## config.mk

```make
export PLATFORM = sky130hd
export DESIGN_NAME = pool_flat
export DESIGN_NICKNAME = d
export VERILOG_FILES = /design/src/rtl/pool_if.sv /design/src/rtl/pool.sv /design/src/flat_wrapper.sv
export SDC_FILE = /design/constraint.sdc
export NUM_CORES = 2
export LEC_CHECK = 0
export CELL_PAD_IN_SITES_DETAIL_PLACEMENT = 1
export CELL_PAD_IN_SITES_GLOBAL_PLACEMENT = 1
export CORE_UTILIZATION = 40
export DETAILED_ROUTE_END_ITERATION = 10
export PLACE_DENSITY_LB_ADDON = 0.3
export SYNTH_ARGS = -nofsm -noshare
export SYNTH_HDL_FRONTEND = slang
export SYNTH_SLANG_ARGS = --single-unit
export TNS_END_PERCENT = 5
```

## constraint.sdc

```tcl
create_clock -name clk -period 25.9 [get_ports clk]
set_input_delay 3.885 -clock clk [delete_from_list [all_inputs] [get_ports clk]]
set_output_delay 3.885 -clock clk [all_outputs]
set_load 0.1 [all_outputs]
```

## src/rtl/pool_if.sv

```systemverilog
// rtl/pool_if.sv - word-serial frame handshake between the CONV stage, the pool stage and its consumer
interface pool_if #(
    parameter int DATA_W = 16
);
    logic                     POOL_start;
    logic signed [DATA_W-1:0] POOL_iData;
    logic                     POOL_finish;
    logic signed [DATA_W-1:0] POOL_oData;
    logic                     POOL_busy;

    modport master (
        output POOL_start,
        output POOL_iData,
        input  POOL_finish,
        input  POOL_oData,
        input  POOL_busy
    );

    modport slave (
        input  POOL_start,
        input  POOL_iData,
        output POOL_finish,
        output POOL_oData,
        output POOL_busy
    );
endinterface

```

## src/rtl/pool.sv

```systemverilog
// rtl/pool.sv - streaming 2x2 stride-1 max-pool over a buffered IN_DIM x IN_DIM frame
// Define POOL_RELU_EN to clamp every input word at zero as it is stored.
module pool #(
    parameter int DATA_W = 16,
    parameter int IN_DIM = 5
) (
    input  logic  clk,
    input  logic  reset,
    pool_if.slave bus
);
    localparam int OUT_DIM = IN_DIM - 1;
    localparam int IN_N    = IN_DIM * IN_DIM;
    localparam int OUT_N   = OUT_DIM * OUT_DIM;
    localparam int IDX_W   = $clog2(IN_N);
    localparam int OIDX_W  = (OUT_N > 1) ? $clog2(OUT_N) : 1;

    localparam logic [IDX_W-1:0] IN_LAST   = IDX_W'(IN_N - 1);
    localparam logic [IDX_W-1:0] OUT_LAST  = IDX_W'(OUT_N - 1);
    localparam logic [IDX_W-1:0] OUT_END   = IDX_W'(OUT_N);
    localparam logic [IDX_W-1:0] IN_DIM_W  = IDX_W'(IN_DIM);
    localparam logic [IDX_W-1:0] OUT_DIM_W = IDX_W'(OUT_DIM);

    localparam logic [2:0] S_IDLE = 3'd0;
    localparam logic [2:0] S_LOAD = 3'd1;
    localparam logic [2:0] S_CALC = 3'd2;
    localparam logic [2:0] S_DONE = 3'd3;
    localparam logic [2:0] S_OUT  = 3'd4;

    logic [2:0]               state;
    logic [IDX_W-1:0]         idx;
    logic signed [DATA_W-1:0] in_buf  [IN_N];
    logic signed [DATA_W-1:0] out_buf [OUT_N];
    logic                     finish_q;
    logic signed [DATA_W-1:0] odata_q;

    logic [IDX_W-1:0]         win_r;
    logic [IDX_W-1:0]         win_c;
    logic [IDX_W-1:0]         tl_idx;
    logic [IDX_W-1:0]         tr_idx;
    logic [IDX_W-1:0]         bl_idx;
    logic [IDX_W-1:0]         br_idx;
    logic [OIDX_W-1:0]        oidx;
    logic signed [DATA_W-1:0] pool_max;

    function automatic logic signed [DATA_W-1:0] relu(input logic signed [DATA_W-1:0] x);
`ifdef POOL_RELU_EN
        return x[DATA_W-1] ? '0 : x;
`else
        return x;
`endif
    endfunction

    function automatic logic signed [DATA_W-1:0] smax(input logic signed [DATA_W-1:0] a,
                                                      input logic signed [DATA_W-1:0] b);
        return (a > b) ? a : b;
    endfunction

    // Window addressing is only meaningful in CALC, where idx < OUT_N.
    always_comb begin
        win_r    = idx / OUT_DIM_W;
        win_c    = idx % OUT_DIM_W;
        tl_idx   = win_r * IN_DIM_W + win_c;
        tr_idx   = tl_idx + IDX_W'(1);
        bl_idx   = tl_idx + IN_DIM_W;
        br_idx   = bl_idx + IDX_W'(1);
        oidx     = idx[OIDX_W-1:0];
        pool_max = smax(smax(in_buf[tl_idx], in_buf[tr_idx]),
                        smax(in_buf[bl_idx], in_buf[br_idx]));
    end

    always_ff @(posedge clk or posedge reset) begin
        if (reset) begin
            state    <= S_IDLE;
            idx      <= '0;
            finish_q <= 1'b0;
            odata_q  <= '0;
            for (int i = 0; i < IN_N; i++) in_buf[i] <= '0;
            for (int i = 0; i < OUT_N; i++) out_buf[i] <= '0;
        end else begin
            finish_q <= 1'b0;
            case (state)
                S_IDLE: begin
                    if (bus.POOL_start) begin
                        in_buf[0] <= relu(bus.POOL_iData);
                        idx       <= IDX_W'(1);
                        state     <= S_LOAD;
                    end
                end
                S_LOAD: begin
                    if (bus.POOL_start) begin
                        in_buf[idx] <= relu(bus.POOL_iData);
                        if (idx == IN_LAST) begin
                            idx   <= '0;
                            state <= S_CALC;
                        end else begin
                            idx <= idx + IDX_W'(1);
                        end
                    end
                end
                S_CALC: begin
                    out_buf[oidx] <= pool_max;
                    if (idx == OUT_LAST) begin
                        idx   <= '0;
                        state <= S_DONE;
                    end else begin
                        idx <= idx + IDX_W'(1);
                    end
                end
                S_DONE: begin
                    finish_q <= 1'b1;
                    idx      <= '0;
                    state    <= S_OUT;
                end
                S_OUT: begin
                    // One extra cycle past the last word drops the bus back to zero.
                    if (idx == OUT_END) begin
                        odata_q <= '0;
                        idx     <= '0;
                        state   <= S_IDLE;
                    end else begin
                        odata_q <= out_buf[oidx];
                        idx     <= idx + IDX_W'(1);
                    end
                end
                default: begin
                    idx   <= '0;
                    state <= S_IDLE;
                end
            endcase
        end
    end

    assign bus.POOL_finish = finish_q;
    assign bus.POOL_oData  = odata_q;
    assign bus.POOL_busy   = (state != S_IDLE);
endmodule

```

## src/flat_wrapper.sv

```systemverilog
// flat-port wrapper written by rule: the top's interface ports become plain ports
module pool_flat 
#(
    parameter int DATA_W = 16,
    parameter int IN_DIM = 5
)
  (clk, reset, bus_POOL_start, bus_POOL_iData, bus_POOL_finish, bus_POOL_oData, bus_POOL_busy);
  pool_if #(.DATA_W(DATA_W)) bus_i ();
  input  logic clk;
  input  logic reset;
  input wire logic [$bits(bus_i.POOL_start)-1:0] bus_POOL_start;
  input wire logic [$bits(bus_i.POOL_iData)-1:0] bus_POOL_iData;
  output wire logic [$bits(bus_i.POOL_finish)-1:0] bus_POOL_finish;
  output wire logic [$bits(bus_i.POOL_oData)-1:0] bus_POOL_oData;
  output wire logic [$bits(bus_i.POOL_busy)-1:0] bus_POOL_busy;
  assign bus_i.POOL_start = bus_POOL_start;
  assign bus_i.POOL_iData = bus_POOL_iData;
  assign bus_POOL_finish = bus_i.POOL_finish;
  assign bus_POOL_oData = bus_i.POOL_oData;
  assign bus_POOL_busy = bus_i.POOL_busy;
  pool #(.DATA_W(DATA_W), .IN_DIM(IN_DIM)) u_core (.clk(clk), .reset(reset), .bus(bus_i));
endmodule
```

# After elaboration in Yosys (flattened, before gate mapping)
# Cells that the tools add are included.
# W data, S select, Z words.
# word_totals
register_bits	681
out_inout_bits	18
word_cells	130
# op_classes
n_addsub	5
multipliers	1
magnitude_cmp	11
n_eq_ne	12
mux	41
bitwise_logic	6
n_reduce_logical	9
# op_table
operator	count
$bwmux W400	1
$mux W400	1
$bmux W16 S5	4
$mux W16	17
$bwmux W256	1
$demux W16 S5	1
$bmux W16 S4	1
$demux W16 S4	1
$gt A16 B16 Y1	3
$pmux W16 S2	1
$ge A6 B6 Y1 const B	5
$not A5 Y6	5
$mux W5	5
$pmux W5 S4	1
$add A5 B1 Y5 const B	3
$mux W3	5
$pmux W3 S5	1
$eq A5 B5 Y1 const B	2
$eq A3 B2 Y1 const B	2
$lt A6 B1 Y1 const B	1
$ne A2 B1 Y1 const B	3
$add A5 B2 Y5	1
$add A5 B3 Y5 const B	1
$eq A5 B4 Y1 const B	1
15 further kinds	18

# Longest topological paths before layout
# logic_depth
depth_word	13
ltp_mapped	39

# Least setup slack after synthesis
# No wires, ideal clock.
# synth_timing
kind	reg-to-reg
start	reg u_core.idx[1]
end	reg u_core.out_buf[102] (netlist name)
arrival_ps	8618
t_required_ps	25774
setup_slack_ps	17157
path_stages_with_launch	34
path_buffers	10
cell_sequence	dfrtp_1 ha_1 ha_1 ha_1 buf_4 buf_2 buf_2 buf_2 buf_2 buf_1 mux4_2 mux4_2 mux2i_1 inv_1 ha_1 nand4_1 or2_2 o21ai_0 a21oi_1 a222oi_1 o21ai_1 a21oi_4 mux2_2 ha_1 clkbuf_1 nand4_1 or3_1 clkbuf_1 o21a_1 buf_6 or3_1 a21oi_2 buf_6 o31ai_2
# synth_between
elab_chain_cells	12
# synth_lines
item	line	rtl
start, declared	pool.sv:30	logic [IDX_W-1:0] idx;
start signal, assigned	pool.sv:96	idx <= idx + IDX_W'(1);
start signal, assigned	pool.sv:106	idx <= idx + IDX_W'(1);
start signal, assigned	pool.sv:122	idx <= idx + IDX_W'(1);
$add A5 B2 Y5	pool.sv:62	tl_idx = win_r * IN_DIM_W + win_c;
$add A5 B3 Y5	pool.sv:64	bl_idx = tl_idx + IN_DIM_W;
$add A5 B1 Y5	pool.sv:65	br_idx = bl_idx + IDX_W'(1);
$not A5 Y6 (not written as such)	pool.sv:68	smax(in_buf[bl_idx], in_buf[br_idx]));
$bmux W16 S5	pool.sv:68	
$mux W16 (not written as such) (2 in series)	pool.sv:68	
$gt A16 B16 Y1	pool.sv:55	return (a > b) ? a : b;
$mux W16	pool.sv:55	
$gt A16 B16 Y1	pool.sv:55	
$mux W16	pool.sv:55	
$bwmux W256 *	pool.sv:101	out_buf[oidx] <= pool_max;
end signal, assigned by index	pool.sv:101	
end, declared	pool.sv:32	logic signed [DATA_W-1:0] out_buf [OUT_N];
# Every way passes the cells marked *; elsewhere a longest branch is shown, timed or not. The select of a mux whose other input is x is not followed.
# A chain may end at the register's enable or synchronous reset.

# Final worst setup path
# layout_timing
start	reg u_core.idx[0]
end	reg u_core.out_buf[38] (netlist name)
# Same word-level chain as after synthesis.

==> metrics.md <==
| Metric | Value |
|---|---|
| Register area share after synthesis | `0.412` |
| Die Width | `324 µm` |
| Worst Path Arrival | `12,920 ps` |
| WHS Endpoint | `u_core.out_buf[41]$_DFFE_PP0P_` |
| HP Start | `u_core.out_buf[41]$_DFFE_PP0P_` |
| Sequential Area | `17,000 µm²` |
| Max-capacitance violation count | `0` |
| Met3 Resource Use GR | `0.0460` |
| Worst setup SP type | `flip-flop` |
| Syn_area_per_cell | `12.9 µm²` |
| Initial core utilization | `0.405` |
| DR pass1 iterations | `8` |
| Final antenna-violating net count | `0` |
| Synth Cell Area | `41,400 µm²` |
| Post-cts resize count | `0` |
| Mapped Nets | `3,295` |
| Period utilization | `0.480` |
| TritonCTS Buffers | `78` |
| Number of global-route vias before repair | `31.8k` |
| Top cells by area, synth | `dfrtp_1 41%, mux4_2 21%, mux2_2 15%` |
| Pins over their slew limit | `0` |
| Initial antenna violation count | `3` |
| Largest area contributor in the netlist | `dfrtp_1` |
| Post-Synthesis Cells | `3,215` |
| RSZ-0062 raised after global routing | `no` |
| Final hold vios | `0` |
| Minimum clock period | `12,420 ps` |
| Largest net degree at the start of global routing | `202` |
| Clock Sinks | `681` |
| Layer with the highest usage | `met2` |
| WS Path Type | `reg2reg` |
| Main synth FF type | `dfrtp_1` |
| Dpl hpwl | `86,700 µm` |
| Postcts setup bufs | `0` |
| Yosys warns | `0` |
| Fmax | `80.5 MHz` |
| Outcome | `finished clean` |
| Ant diodes | `0` |
| Crit. End Element | `flip-flop` |
| I/O pin total | `37` |
| Distinct cells, synth | `73` |
| Asr flop ratio synth | `1.00` |
| Area Overhead vs Synth | `10.4%` |
| Filler cells | `10.4k` |
| Clk slew on worst S/H paths | `60 ps` |
| Type of the worst min-delay path | `reg2reg` |
| Routed WL per cell | `31.4 µm` |
| Endpoints failing setup | `0` |
| Port bufs | `36` |
| Flop and latch count out of synthesis | `681` |
| Root Buffer | `clkbuf_16` |
| Full die area | `105,000 µm²` |
| Vert. Die Dim | `324 µm` |
| GRT Util Overall | `0.277` |
| Core area | `102,000 µm²` |
| Measured slew at the worst slew-check pin | `1320 ps` |
| TNS Setup | `0 ps` |
| First-pass GRT wire length | `215,000 µm` |
| Met2 global-route usage | `0.436` |
| Worst-path fanout max | `53` |
| Starting DRT DRC Count | `3,110` |
| Hold buffers post-CTS | `0` |
| GRT overflow | `0` |
| Worst reg2reg setup slack | `13,480 ps` |
| RR Endpoint | `u_core.out_buf[38]$_DFFE_PP0P_` |
| Clk Latency, worst-skew pair | `680 ps` |
| Number of synthesized flops with an enable pin | `0` |
| Commonest non-fill, non-tap cell in the layout | `dfrtp_1` |
| Layout cells sized above 1 | `0.387` |
| Vias | `29.9k` |
| Fin util | `0.447` |
| Worst Path Required | `26,400 ps` |
| GR Util met1 | `0.370` |
| CTS tree | `done` |
| DRC | `0` |
| R2r worst-path depth | `26` |
| Number of core rows | `117` |
| Multi-input gate area | `23,000 µm²` |
| Crit Reg-Reg Startpoint | `u_core.idx[0]$_DFFE_PP0P_` |
| H-tree levels | `3` |
| GPL Wtd Cong | `0.896` |
| Routed vias/inst | `6.61` |
| Most frequent cells in the layout | `678 x dfrtp_1, 547 x mux2_2, 386 x mux4_2` |
| Clk buf depth | `3` |
| Skew final | `49.1 ps` |
| Relative slew slack | `0.115` |
| Hold path depth | `2` |
| Routed WL | `142,000 µm` |
| Fin nets | `3,176` |
| Share of the synthesized area in the top cell type | `0.412` |
==> flip-flops by register name (all words and copies together) (netlist names) <==
register and cells:
u_core.in_buf 400, u_core.out_buf 256, u_core.bus.POOL_oData 16, u_core.idx 5
u_core.state 3, u_core.bus.POOL_finish 1
==> logic make-up after synthesis <==
kind of cell	share of synthesized area
mux	0.381
flops	0.412
simple gates	0.0588
compound gates	0.0851
buf+inv	0.0377
fa+ha+maj	0.0186
xor+xnor	0.00650
==> worst max-delay path, stage by stage, from the launching register on <==
cell	delay [ps]
dfrtp_4	720
ha_4	280
ha_4	760
ha_4	250
buf_4	720
buf_4	830
buf_4	800
mux4_2	630
mux4_2	510
mux2_2	330
ha_1	330
a21o_1	120
a21oi_1	70
o21ai_0	160
a21oi_1	90
a222oi_1	390
o21ai_1	240
a21oi_4	530
mux2_2	460
ha_1	960
nand4_1	300
or2_2	380
o221a_2	400
o21a_1	390
or3_1	490
a21oi_2	770
o31ai_1	210
==> metrics by stage <==
step | area, µm² | hold WS (ps) | setup WS (ps) | cells
after floorplan | 41400 | 438 | 2920 | 3215
after global placement | 42900 | 450 | 13700 | 4384
after detailed placement | 42900 | 459 | 13420 | 4384
after CTS | 45600 | 479 | 13410 | 4528
after global routing | 45600 | 502 | 12840 | 4528
final | 45600 | 480 | 13480 | 4528
==> synthesized netlist by cell type, drive strengths merged (9+ instances only) <==
cell type / instances
dfrtp: 681
mux2: 547
mux4: 386
nand2: 307
clkbuf: 197
o21ai: 127
buf: 108
nor2: 98
mux2i: 90
a21oi: 89
nand3: 79
inv: 64
o41ai: 64
ha: 60
a221oi: 43
o31ai: 41
a31oi: 30
a32o: 16
a21o: 15
a22oi: 15
and2: 15
nor3: 15
or3: 14
xnor2: 14
o211ai: 13
nand2b: 12
o221ai: 9
==> worst max-delay path by stage <==
stage,startpoint,end,slack (ps),depth (start not counted)
after global routing,u_core.idx[0]$_DFFE_PP0P_,u_core.out_buf[22]$_DFFE_PP0P_,12840,26
final,u_core.idx[0]$_DFFE_PP0P_,u_core.out_buf[38]$_DFFE_PP0P_,13480,26
after global placement,u_core.idx[0]$_DFFE_PP0P_,u_core.out_buf[70]$_DFFE_PP0P_,13700,26
after CTS,u_core.idx[0]$_DFFE_PP0P_,u_core.out_buf[38]$_DFFE_PP0P_,13410,26
after floorplan,reset,u_core.bus.POOL_finish$_DFF_PP0_,2920,1
after detailed placement,u_core.idx[0]$_DFFE_PP0P_,u_core.out_buf[38]$_DFFE_PP0P_,13420,26
==> final cells by class <==
type                    count  share of cell area
clock buffers             116              0.0498
clock inverters            28              0.0101
inverters                  64             0.00543
multi-input cells        2165               0.503
flip-flops and latches    681               0.373
well taps                1368              0.0375
repair buffers            106              0.0202
==> routing by layer <==
layer	wire, µm	vias up	part of all wire
met1	57700	16100	0.41
met5	11	-	0.000077
met4	7910	2	0.056
li1	-	12100	-
met2	66400	1327	0.47
met3	9990	402	0.070
Power is left out: the tool's default activity adds up to more than one toggle a clock period on the data nets, which glitch-free logic cannot reach.
